[config.mk]
export PLATFORM = sky130hd
export DESIGN_NAME = imm_packer
export DESIGN_NICKNAME = d
export VERILOG_FILES = /design/src/rtl/rv_imm_pkg.sv /design/src/rtl/imm_pack_comb.sv /design/src/rtl/imm_packer.sv
export SDC_FILE = /design/constraint.sdc
export NUM_CORES = 1
export LEC_CHECK = 0
export ABC_CLOCK_PERIOD_IN_PS = 7350
export CAP_MARGIN = 20
export CORE_UTILIZATION = 52
export CTS_CLUSTER_DIAMETER = 40
export DETAILED_ROUTE_END_ITERATION = 10
export MAX_ROUTING_LAYER = met4
export PLACE_DENSITY = 0.9
export SETUP_SLACK_MARGIN = 0.15
export SYNTH_ARGS = -nofsm -noshare
export SYNTH_HDL_FRONTEND = slang
export SYNTH_HIERARCHICAL = 1
export SYNTH_SLANG_ARGS = --single-unit
[constraint.sdc]
create_clock -name clk -period 7.35 [get_ports clk]
set_clock_uncertainty 0.05 [all_clocks]
set_input_delay 1.47 -clock clk [delete_from_list [all_inputs] [get_ports clk]]
set_output_delay 1.47 -clock clk [all_outputs]
set_load 0.03 [all_outputs]
[src/rtl/rv_imm_pkg.sv]
// Immediate-source coding shared with the core, plus the signed range check
// used when packing an immediate back into an instruction word.
package rv_imm_pkg;

   localparam logic [1:0] IMM_I = 2'b00;
   localparam logic [1:0] IMM_S = 2'b01;
   localparam logic [1:0] IMM_B = 2'b10;
   localparam logic [1:0] IMM_J = 2'b11;

   localparam int IMM_W_IS = 12;
   localparam int IMM_W_B  = 13;
   localparam int IMM_W_J  = 21;

   typedef struct packed {
      logic [31:0] instr;
      logic        err;
   } packed_ent_t;

   // True when imm is a sign extension of its low 'width' bits.
   function automatic logic imm_fits(input logic [31:0] imm, input int width);
      logic [31:0] upper;
      upper = $signed(imm) >>> (width - 1);
      return (upper == '0) || (upper == '1);
   endfunction

endpackage

[src/rtl/imm_pack_comb.sv]
// Scatters a 32-bit immediate into the bit fields of an I/S/B/J instruction
// and flags immediates the chosen format cannot hold.
module imm_pack_comb
   import rv_imm_pkg::*;
(
   input  logic [31:0] in_base,
   input  logic [31:0] in_imm,
   input  logic [1:0]  in_immsrc,
   output logic [31:0] instr,
   output logic        err
);

   always_comb begin
      instr = in_base;
      err   = 1'b0;
      case (in_immsrc)
         IMM_I: begin
            instr[31:20] = in_imm[11:0];
            err          = !imm_fits(in_imm, IMM_W_IS);
         end
         IMM_S: begin
            instr[31:25] = in_imm[11:5];
            instr[11:7]  = in_imm[4:0];
            err          = !imm_fits(in_imm, IMM_W_IS);
         end
         IMM_B: begin
            instr[31]    = in_imm[12];
            instr[30:25] = in_imm[10:5];
            instr[11:8]  = in_imm[4:1];
            instr[7]     = in_imm[11];
            err          = !imm_fits(in_imm, IMM_W_B) || in_imm[0];
         end
         default: begin
            instr[31]    = in_imm[20];
            instr[30:21] = in_imm[10:1];
            instr[20]    = in_imm[11];
            instr[19:12] = in_imm[19:12];
            err          = !imm_fits(in_imm, IMM_W_J) || in_imm[0];
         end
      endcase
   end

endmodule

[src/rtl/imm_packer.sv]
// Valid/ready immediate packer: packs at push time into a small output FIFO
// and keeps saturating counts of accepted and unrepresentable requests.
module imm_packer
   import rv_imm_pkg::*;
#(
   parameter int DEPTH = 2,
   parameter int CNT_W = 16
)(
   input  logic             clk,
   input  logic             rst,
   input  logic             in_valid,
   output logic             in_ready,
   input  logic [31:0]      in_base,
   input  logic [31:0]      in_imm,
   input  logic [1:0]       in_immsrc,
   output logic             out_valid,
   input  logic             out_ready,
   output logic [31:0]      out_instr,
   output logic             out_err,
   output logic [CNT_W-1:0] enc_count,
   output logic [CNT_W-1:0] err_count
);

   localparam int PTR_W = $clog2(DEPTH);
   localparam logic [PTR_W:0] FULL_CNT = (PTR_W+1)'(DEPTH);

   logic [PTR_W-1:0] wr_ptr_reg, rd_ptr_reg;
   logic [PTR_W:0]   count_reg, count_next;
   logic [CNT_W-1:0] enc_count_reg, err_count_reg;
   logic             push, pop;
   logic [31:0]      pack_instr;
   logic             pack_err;
   packed_ent_t      ent_q [DEPTH];
   packed_ent_t      head;

   imm_pack_comb u_pack (
      .in_base   (in_base),
      .in_imm    (in_imm),
      .in_immsrc (in_immsrc),
      .instr     (pack_instr),
      .err       (pack_err)
   );

   assign in_ready  = (count_reg != FULL_CNT);
   assign out_valid = (count_reg != '0);
   assign push      = in_valid && in_ready;
   assign pop       = out_valid && out_ready;

   // Entry storage is deliberately unreset; the head is masked while empty.
   generate
      for (genvar gi = 0; gi < DEPTH; gi++) begin : g_ent
         packed_ent_t ent_reg;
         always_ff @(posedge clk) begin
            if (push && (wr_ptr_reg == PTR_W'(gi)))
               ent_reg <= '{instr: pack_instr, err: pack_err};
         end
         assign ent_q[gi] = ent_reg;
      end
   endgenerate

   assign head      = ent_q[rd_ptr_reg];
   assign out_instr = out_valid ? head.instr : '0;
   assign out_err   = out_valid ? head.err : 1'b0;

   always_comb begin
      count_next = count_reg;
      case ({push, pop})
         2'b10:   count_next = count_reg + 1'b1;
         2'b01:   count_next = count_reg - 1'b1;
         default: count_next = count_reg;
      endcase
   end

   always_ff @(posedge clk) begin
      if (rst) begin
         count_reg     <= '0;
         wr_ptr_reg    <= '0;
         rd_ptr_reg    <= '0;
         enc_count_reg <= '0;
         err_count_reg <= '0;
      end else begin
         count_reg <= count_next;
         if (push) begin
            wr_ptr_reg <= wr_ptr_reg + 1'b1;
            if (enc_count_reg != '1)
               enc_count_reg <= enc_count_reg + 1'b1;
            if (pack_err && (err_count_reg != '1))
               err_count_reg <= err_count_reg + 1'b1;
         end
         if (pop)
            rd_ptr_reg <= rd_ptr_reg + 1'b1;
      end
   end

   assign enc_count = enc_count_reg;
   assign err_count = err_count_reg;

endmodule

==> metrics.cfg, run 1 <==
[logic_synthesis]
syn_area_mm2 = 0.00492
synthFlopType = edfxtp_1
synth_top_area_cell = edfxtp_1
synth_edf_count = 66
synth_top_area_frac = 0.403
syn_nets = 524
yosysUniqueCellTypes = 48
synth-async-reset-ratio = 0
avgSynthCellArea_um2 = 11.0
synth_seq_cells = 102
synth_warnings = 6
netlist_top_cells_area = edfxtp_1, dfxtp_1, mux2i_1
yosysSeqAreaShare = 0.549
synth_cells = 447

[timing]
rsz0062_at_grt = false
post-route-min-period_ns = 4.10
finalCritPeriodShare = 0.558
fmax_ghz = 0.244
tightest_slew_ns = 1.08
relSlewSlack = 0.279
final_hold_viol_count = 0
hold_slack_ns = 0.454
report.final.setup_viol = 0
tns_ns = 0
slew_violations = 0

[cells_and_area]
largest_reg_flops = 66
syn2layout_area_growth_pct = 30.9
diodes = 0
layout-drive-gt1-share = 0.0833
final_util = 0.700
nets = 636

[floorplan]
die_w_um = 99.3
die_area_mm2 = 0.00986
dieHeight_um = 99.3
io_pins = 137
core_mm2 = 0.00920
initial_utilization = 0.535
rows = 35

[worst_hold_path]
hp-class = flop to flop

[cts]
clock_latency_ns = 0.35
cts_tree = yes
numCtsBuffers = 9
h-tree-depth = 3
cts_resized = 0
cts_sinks = 102
ctsRootBufferMaster = clkbuf_8
path_clk_slew_ns = 0.10
clk_path_buf_depth = 2
post_cts_buffers = 0
hold_buffers = 0

[routing]
ant_nets = 0
drt_iter0_drc = 174
vias_per_cell = 5.76
vias = 3885
totalWireLength_mm = 11.3
wl_per_cell_um = 16.8
first_pass_iters = 5
drc = 0

[worst_setup_path]
r2r-end = ent_q[62]$_DFFE_PP_
regToRegSetupSlack_ns = 4.90
path_class = input pin to flop
crit_end = err_count[6]$_SDFFE_PP0P_
startpoint_type = input pin
crit_arrival_ns = 4.30
crit_fanout = 10
critPathRequiredTime_ns = 7.55
rr_worst_depth = 5
reg2reg_from = count_reg[0]$_SDFFE_PP0P_
cp-startpoint = in_immsrc[0]
critPathCaptureType = flop

[grt]
antenna_found_initial = 0
grt_util_all_layers = 0.240
overflow = 0
grt_pass1_wl_mm = 18.3
grt_pass1_vias = 3934
grt_max_degree = 45

[placement]
port_buffers = 129
gp_congestion = 0.895
hpwlAfterDp_mm = 7.99

[power_and_ir_drop]
vdd_ir_drop_max_mv = 0.170
p_leak_nw = 2.11
p_per_area_mw_per_mm2 = 294

[flow_run]
maxCapViolCount = 0

[status]
outcome = completed

==> critical path, stage by stage <==
cell and delay, ns:
clkdlybuf4s50_1 0.52, inv_1 0.08, ha_1 0.25, nor2_1 0.19, a32oi_1 0.08, o21ai_1 0.21, nand2_1 0.14, or3_1 0.47
a2111oi_0 0.52, mux2_2 0.38
==> final cells by class <==
cell class,count,area (um^2)
clock buffer,9,124
inverter,15,56.3
fill,679,2760
tap,111,139
timing repair buffer,134,1330
multi-input combinational,297,2000
clock inverter,7,87.6
sequential,102,2700
==> cell usage in the layout, fill, tap and decap left out, types with 4 or more instances in the layout <==
cell type,Yosys,final
nor2b_1,11,11
nor4_1,10,9
inv_1,15,15
o21ai_0,8,8
a211oi_1,4,4
or4_1,14,14
mux2i_1,34,34
and3_1,5,5
clkdlybuf4s50_1,0,129
edfxtp_1,66,66
nand3_1,11,11
nand2_1,19,19
buf_4,13,5
a21oi_1,23,23
dfxtp_1,36,35
o22ai_1,4,4
clkbuf_8,0,9
nor3_1,5,5
a22o_1,4,4
mux2_2,15,15
or3_1,7,7
nand4_1,16,16
nor2_1,54,52
ha_1,7,7
o31ai_1,14,14
==> cell usage after synthesis (5+ instances only) <==
cell and n:
nor2_1 54, edfxtp_1 66, a21oi_1 23, clkbuf_1 15
inv_1 15, nand4_1 16, o31ai_1 14, mux2_2 15
nor2b_1 11, buf_4 13, ha_1 7, nor4_1 10
mux2i_1 34, o21ai_0 8, nor3_1 5, nand3_1 11
or4_1 14, or3_1 7, dfxtp_1 36, and3_1 5
nand2_1 19
==> cells by family after synthesis <==
kind of cell | count (synthesis) | share of synthesized area
DFF | 102 | 0.549
buffers and inverters | 48 | 0.0475
xor gates and xnor gates | 4 | 0.00712
and+or+nand+nor | 166 | 0.181
AOI/OAI and AO/OA | 71 | 0.0938
muxes | 49 | 0.103
adders and majority gates | 7 | 0.0178
==> how the worst min path moves through the flow <==
stage	start	to	depth (start not counted)
finish	err_count[7]$_SDFFE_PP0P_	err_count[7]$_SDFFE_PP0P_	1
detailed placement	err_count[7]$_SDFFE_PP0P_	err_count[7]$_SDFFE_PP0P_	1
global route	err_count[7]$_SDFFE_PP0P_	err_count[7]$_SDFFE_PP0P_	1
global placement	err_count[15]$_SDFFE_PP0P_	err_count[15]$_SDFFE_PP0P_	2
CTS	err_count[7]$_SDFFE_PP0P_	err_count[7]$_SDFFE_PP0P_	1
floorplan	count_reg[1]$_SDFFE_PP0P_	count_reg[1]$_SDFFE_PP0P_	2
==> per-layer routing <==
layer / vias up / share of wire / GRT usage / routed length [um]
li1: 1895 / - / - / -
met1: 1884 / 0.42 / 0.287 / 4730
met2: 92 / 0.54 / 0.415 / 6070
met3: 14 / 0.030 / 0.0274 / 343
met4: 0 / 0.015 / 0.0973 / 170
met5: - / 0 / - / 0
==> per-stage QoR <==
| stage | total power (W) | setup WS, ns | instances | cell area (um^2) |
|---|---|---|---|---|
| 2_1_floorplan | 0.00122 | 3.56 | 447 | 4920 |
| 3_3_place_gp | 0.00152 | 3.01 | 659 | 6230 |
| 3_5_place_dp | 0.00154 | 2.89 | 659 | 6230 |
| 4_1_cts | 0.00191 | 3.27 | 675 | 6440 |
| 5_1_grt | 0.00199 | 3.06 | 675 | 6440 |
| 6_report | 0.00190 | 3.25 | 675 | 6440 |
==> report_power, final <==
group	switching, W	internal [W]
Clock	0.000206	0.000166
Sequential	0.0000653	0.000699
Combinational	0.000443	0.000316
(Power assumes the default switching activity.)
==> run 2, diff against run 1 <==
--- a/config.mk
+++ b/config.mk
@@ -5,13 +5,13 @@
 export SDC_FILE = /design/constraint.sdc
 export NUM_CORES = 1
 export LEC_CHECK = 0
-export ABC_CLOCK_PERIOD_IN_PS = 7350
+export ABC_CLOCK_PERIOD_IN_PS = 4000
 export CAP_MARGIN = 20
-export CORE_UTILIZATION = 52
+export CORE_UTILIZATION = 48
 export CTS_CLUSTER_DIAMETER = 40
 export DETAILED_ROUTE_END_ITERATION = 10
 export MAX_ROUTING_LAYER = met4
-export PLACE_DENSITY = 0.9
+export PLACE_DENSITY = 0.84
 export SETUP_SLACK_MARGIN = 0.15
 export SYNTH_ARGS = -nofsm -noshare
 export SYNTH_HDL_FRONTEND = slang
==> constraint.sdc (replaced) <==
create_clock -name clk -period 4 [get_ports clk]
set_clock_uncertainty 0.05 [all_clocks]
set_input_delay 0.8 -clock clk [delete_from_list [all_inputs] [get_ports clk]]
set_output_delay 0.8 -clock clk [all_outputs]
set_load 0.03 [all_outputs]
==> metrics.cfg, run 2 (synthesis gave the netlist of run 1 again) <==
[cts]
cts_sinks = 102  ; unchanged
clk_path_buf_depth = 2  ; unchanged
numCtsBuffers = 9  ; unchanged
ctsRootBufferMaster = clkbuf_8
cts_resized = 0  ; unchanged
hold_buffers = 0  ; unchanged
h-tree-depth = 3  ; unchanged
cts_tree = yes
path_clk_slew_ns = 0.10  ; about the same
post_cts_buffers = 0  ; unchanged
clock_latency_ns = 0.35  ; about the same

[routing]
first_pass_iters = 7  ; +2
totalWireLength_mm = 11.3  ; -0.35%
wl_per_cell_um = 16.1  ; -3.9%
drt_iter0_drc = 182  ; +4.6%
ant_nets = 0  ; unchanged
drc = 0  ; unchanged
vias = 3974  ; +2.3%
vias_per_cell = 5.68  ; -1.4%

[grt]
grt_pass1_wl_mm = 17.0  ; -6.9%
grt_max_degree = 35  ; -22%
antenna_found_initial = 0  ; unchanged
grt_util_met1 = 0.240  ; -0.0469
overflow = 0  ; unchanged
grt_util_all_layers = 0.213  ; -0.0274
gr-usage-met2 = 0.377  ; -0.0376
top_usage_layer = met2
grt_pass1_vias = 3700  ; -5.9%
gr-usage-met3 = 0.0383  ; +0.0109

[timing]
slew_violations = 0  ; unchanged
hold_slack_ns = 0.461  ; +0.00704 ns
tightest_slew_ns = 1.06  ; -0.0236 ns
fmax_ghz = 0.296
post-route-min-period_ns = 3.38
tns_ns = 0  ; unchanged
rsz0062_at_grt = false
finalCritPeriodShare = 0.844
report.final.setup_viol = 0  ; unchanged
relSlewSlack = 0.292  ; +0.0136
final_hold_viol_count = 0  ; unchanged

[cells_and_area]
largest_reg_flops = 66  ; unchanged
diodes = 0  ; unchanged
syn2layout_area_growth_pct = 31.3
final_common_cell = clkdlybuf4s50_1
fin_area_mm2 = 0.00646  ; +0.33%
layout_common_cells = clkdlybuf4s50_1, edfxtp_1, nor2_1
fillers = 791  ; +16%
layout-drive-gt1-share = 0.0882  ; +0.00485
nets = 639  ; +0.47%

[floorplan]
io_pins = 137  ; unchanged
core_mm2 = 0.00986  ; +7.3%
initial_utilization = 0.499  ; -0.0362
dieHeight_um = 103  ; +4.0%
rows = 36  ; +2.9%
die_w_um = 103  ; +4.0%
die_area_mm2 = 0.0107  ; +8.2%

[worst_setup_path]
critPathCaptureType = flop
critPathRequiredTime_ns = 4.20  ; -3.35 ns
crit_arrival_ns = 3.58  ; -0.72 ns
startpoint_type = input pin
path_class = input pin to flop
crit_fanout = 10  ; unchanged

[power_and_ir_drop]
totalPowerFinal_w = 0.00341  ; +80%
p_per_area_mw_per_mm2 = 528  ; +79%
p_leak_nw = 2.10  ; -0.65%
vdd_ir_drop_max_mv = 0.295  ; +74%

[status]
outcome = completed

[flow_run]
maxCapViolCount = 0  ; unchanged

[placement]
hpwlAfterDp_mm = 8.12  ; +1.6%
dpl_cell_area_mm2 = 0.00628  ; +0.80%
gp_congestion = 0.896  ; +0.15%
port_buffers = 129  ; unchanged

[worst_hold_path]
hp-class = flop to flop

## run 2: power breakdown
| part | leakage (nW) | internal, W | switching (W) |
|---|---|---|---|
| registers | 0.907 | 0.00128 | 0.0000525 |
| logic | 1.11 | 0.000584 | 0.000891 |
| clock network | 0.0800 | 0.000234 | 0.000369 |
## run 2: stage by stage
step	cells	worst slack, ns	utilization
floorplan	447	0.878	-
global placement	684	0.404	0.636
detailed placement	684	0.269	0.636
CTS	700	0.661	0.655
global route	700	0.593	0.655
finish	700	0.624	0.655
## run 2: worst paths after layout
check / startpoint / endpoint / slack (ns) / depth (start not counted)
max: in_immsrc[0] / err_count[6]$_SDFFE_PP0P_ / 0.62 / 10
min: err_count[15]$_SDFFE_PP0P_ / err_count[15]$_SDFFE_PP0P_ / 0.46 / 2
max reg2reg: count_reg[1]$_SDFFE_PP0P_ / count_reg[1]$_SDFFE_PP0P_ / 1.54 / 7
min reg2reg: err_count[15]$_SDFFE_PP0P_ / err_count[15]$_SDFFE_PP0P_ / 0.46 / 2
## run 2: worst max-delay path, cell delays in order
cell and delay [ns]:
clkdlybuf4s50_1 0.52, inv_1 0.08, ha_1 0.25, nor2_1 0.19
a32oi_1 0.10, o21ai_1 0.14, nand2_1 0.12, or3_1 0.47
a2111oi_0 0.52, mux2_2 0.38
## run 2: layout make-up
type | instances | area [um^2] | share of cell area
sequential | 102 | 2700 | 0.418
multi-input combinational | 297 | 2000 | 0.310
timing repair buffer | 137 | 1350 | 0.209
tap | 133 | 166 | 0.0258
clock buffer | 9 | 124 | 0.0192
clock inverter | 7 | 58.8 | 0.00910
inverter | 15 | 56.3 | 0.00871
## run 2: per-layer routing
metal	up-vias	part of all wire
met5	-	0
li1	1905	-
met4	0	0.017
met2	136	0.53
met1	1913	0.41
met3	20	0.042
==> run 3, diff against run 2 <==
--- a/config.mk
+++ b/config.mk
@@ -5,13 +5,13 @@
 export SDC_FILE = /design/constraint.sdc
 export NUM_CORES = 1
 export LEC_CHECK = 0
-export ABC_CLOCK_PERIOD_IN_PS = 4000
+export ABC_CLOCK_PERIOD_IN_PS = 3000
 export CAP_MARGIN = 20
-export CORE_UTILIZATION = 48
+export CORE_UTILIZATION = 44
 export CTS_CLUSTER_DIAMETER = 40
 export DETAILED_ROUTE_END_ITERATION = 10
 export MAX_ROUTING_LAYER = met4
-export PLACE_DENSITY = 0.84
+export PLACE_DENSITY = 0.81
 export SETUP_SLACK_MARGIN = 0.15
 export SYNTH_ARGS = -nofsm -noshare
 export SYNTH_HDL_FRONTEND = slang
==> constraint.sdc (replaced) <==
create_clock -name clk -period 3 [get_ports clk]
set_clock_uncertainty 0.05 [all_clocks]
set_input_delay 0.6 -clock clk [delete_from_list [all_inputs] [get_ports clk]]
set_output_delay 0.6 -clock clk [all_outputs]
set_load 0.03 [all_outputs]
==> metrics.cfg, run 3 (synthesis gave the netlist of run 1 again) <==
[status]
outcome = completed

[power_and_ir_drop]
p_per_area_mw_per_mm2 = 705  ; +33%
p_leak_nw = 2.20  ; +4.9%
totalPowerFinal_w = 0.00471  ; +38%
pwr-share-comb = 0.427  ; -0.005
p_switching_w = 0.00177  ; +35%
intPower_w = 0.00294  ; +40%
power.clock.fraction = 0.194  ; +0.017
seq_power_share = 0.379  ; -0.012
switching_share = 0.375  ; -0.00898
vdd_ir_drop_max_mv = 0.484  ; +64%

[grt]
top_usage_layer = met2
grt_util_met1 = 0.243  ; +0.00310
overflow = 0  ; unchanged
grt_util_all_layers = 0.207  ; -0.00541
grt_pass1_wl_mm = 18.3  ; +7.6%
gr-usage-met3 = 0.0254  ; -0.0129
antenna_found_initial = 0  ; unchanged
grt_max_degree = 35  ; unchanged
grt_pass1_vias = 3839  ; +3.8%
gr-usage-met2 = 0.362  ; -0.0153

[worst_setup_path]
crit_arrival_ns = 3.05  ; -0.53 ns
crit_fanout = 6  ; -4
startpoint_type = input pin
critPathCaptureType = flop
critPathRequiredTime_ns = 3.26  ; -0.94 ns
path_class = input pin to flop

[cells_and_area]
largest_reg_flops = 66  ; unchanged
fin_area_mm2 = 0.00668  ; +3.4%
layout-drive-gt1-share = 0.129  ; +0.0411
final_common_cell = clkdlybuf4s50_1
nets = 652  ; +2.0%
layout_common_cells = clkdlybuf4s50_1, edfxtp_1, nor2_1
diodes = 0  ; unchanged
fin_cells = 720  ; +2.9%
fillers = 916  ; +16%
syn2layout_area_growth_pct = 35.7

[timing]
tightest_slew_ns = 0.698  ; -0.360 ns
relSlewSlack = 0.533  ; +0.241
slew_violations = 0  ; unchanged
fmax_ghz = 0.358
final_hold_viol_count = 0  ; unchanged
report.final.setup_viol = 0  ; unchanged
finalCritPeriodShare = 0.930
worst_slack_ns = 0.210  ; -0.415 ns
post-route-min-period_ns = 2.79
tns_ns = 0  ; unchanged
rsz0062_at_grt = true

[cts]
h-tree-depth = 3  ; unchanged
cts_sinks = 102  ; unchanged
post_cts_buffers = 0  ; unchanged
clk_path_buf_depth = 2  ; unchanged
hold_buffers = 0  ; unchanged
path_clk_slew_ns = 0.10  ; about the same
clock_latency_ns = 0.36  ; about the same
cts_tree = yes
numCtsBuffers = 9  ; unchanged
ctsRootBufferMaster = clkbuf_8

[placement]
dpl_cell_area_mm2 = 0.00642  ; +2.3%
hpwlAfterDp_mm = 8.10  ; -0.23%
gp_congestion = 0.864  ; -3.6%
pre_cts_ws_ns = -0.447  ; -0.716 ns
port_buffers = 129  ; unchanged
place_inst = 704  ; +2.9%

[floorplan]
core_mm2 = 0.0109  ; +10%
die_area_mm2 = 0.0116  ; +8.9%
die_w_um = 108  ; +4.4%
initial_utilization = 0.452  ; -0.0469
rows = 38  ; +5.6%
io_pins = 137  ; unchanged
dieHeight_um = 108  ; +4.4%

[routing]
totalWireLength_mm = 11.4  ; +1.3%
vias = 3974  ; unchanged
drt_iter0_drc = 153  ; -16%
wl_per_cell_um = 15.9  ; -1.5%
ant_nets = 0  ; unchanged
drc = 0  ; unchanged
first_pass_iters = 5  ; -2
vias_per_cell = 5.52  ; -2.8%

[flow_run]
maxCapViolCount = 0  ; unchanged

[worst_hold_path]
hp-class = flop to flop

[run 3: power groups by stage]
| stage | clock network (W) | logic (W) | registers (W) |
|---|---|---|---|
| 2_1_floorplan | 0 | 0.00117 | 0.00182 |
| 3_3_place_gp | 0 | 0.00201 | 0.00180 |
| 3_5_place_dp | 0 | 0.00202 | 0.00182 |
| 4_1_cts | 0.000940 | 0.00204 | 0.00179 |
| 5_1_grt | 0.000988 | 0.00214 | 0.00180 |
| 6_report | 0.000915 | 0.00201 | 0.00178 |
[run 3: critical path: stages]
cell	delay, ns
clkdlybuf4s50_1	0.52
inv_1	0.09
ha_2	0.23
nor2_4	0.14
a32oi_1	0.09
o21ai_2	0.11
nand2_2	0.09
or3_4	0.38
buf_4	0.18
or4_4	0.51
a21oi_2	0.12
[run 3: metrics by stage]
| stage | hold slack [ns] | util |
|---|---|---|
| after floorplan | 0.417 | - |
| after global placement | 0.433 | 0.590 |
| after detailed placement | 0.457 | 0.590 |
| after CTS | 0.478 | 0.611 |
| after global routing | 0.517 | 0.614 |
| final | 0.480 | 0.614 |
[run 3: final cells by class]
type	count	area [um^2]	share of cell area
Sequential cell	102	2700	0.405
Multi-Input combinational cell	297	2050	0.307
Timing Repair Buffer	150	1490	0.223
Tap cell	140	175	0.0262
Clock buffer	9	124	0.0185
Clock inverter	7	86.3	0.0129
Inverter	15	56.3	0.00843
[run 3: path summary, 6_finish.rpt]
path | start | to | slack, ns | cells past startpoint
setup / recovery | in_immsrc[0] | err_count[14]$_SDFFE_PP0P_ | 0.21 | 11
hold / removal | enc_count[10]$_SDFFE_PP0P_ | enc_count[10]$_SDFFE_PP0P_ | 0.48 | 2
setup reg to reg | count_reg[1]$_SDFFE_PP0P_ | count_reg[1]$_SDFFE_PP0P_ | 0.73 | 7
hold reg to reg | enc_count[10]$_SDFFE_PP0P_ | enc_count[10]$_SDFFE_PP0P_ | 0.48 | 2
[run 3: timing repair]
item,in CTS,in global routing
cloned,0,0
gates resized for setup,7,6
pin swaps,0,3
endpoints found under the setup margin,7,7
[run 3: metal layers]
layer  vias up  share of wire
met2       114           0.53
met1      1913           0.42
met5         -              0
li1       1930              -
met3        17          0.033
met4         0          0.017
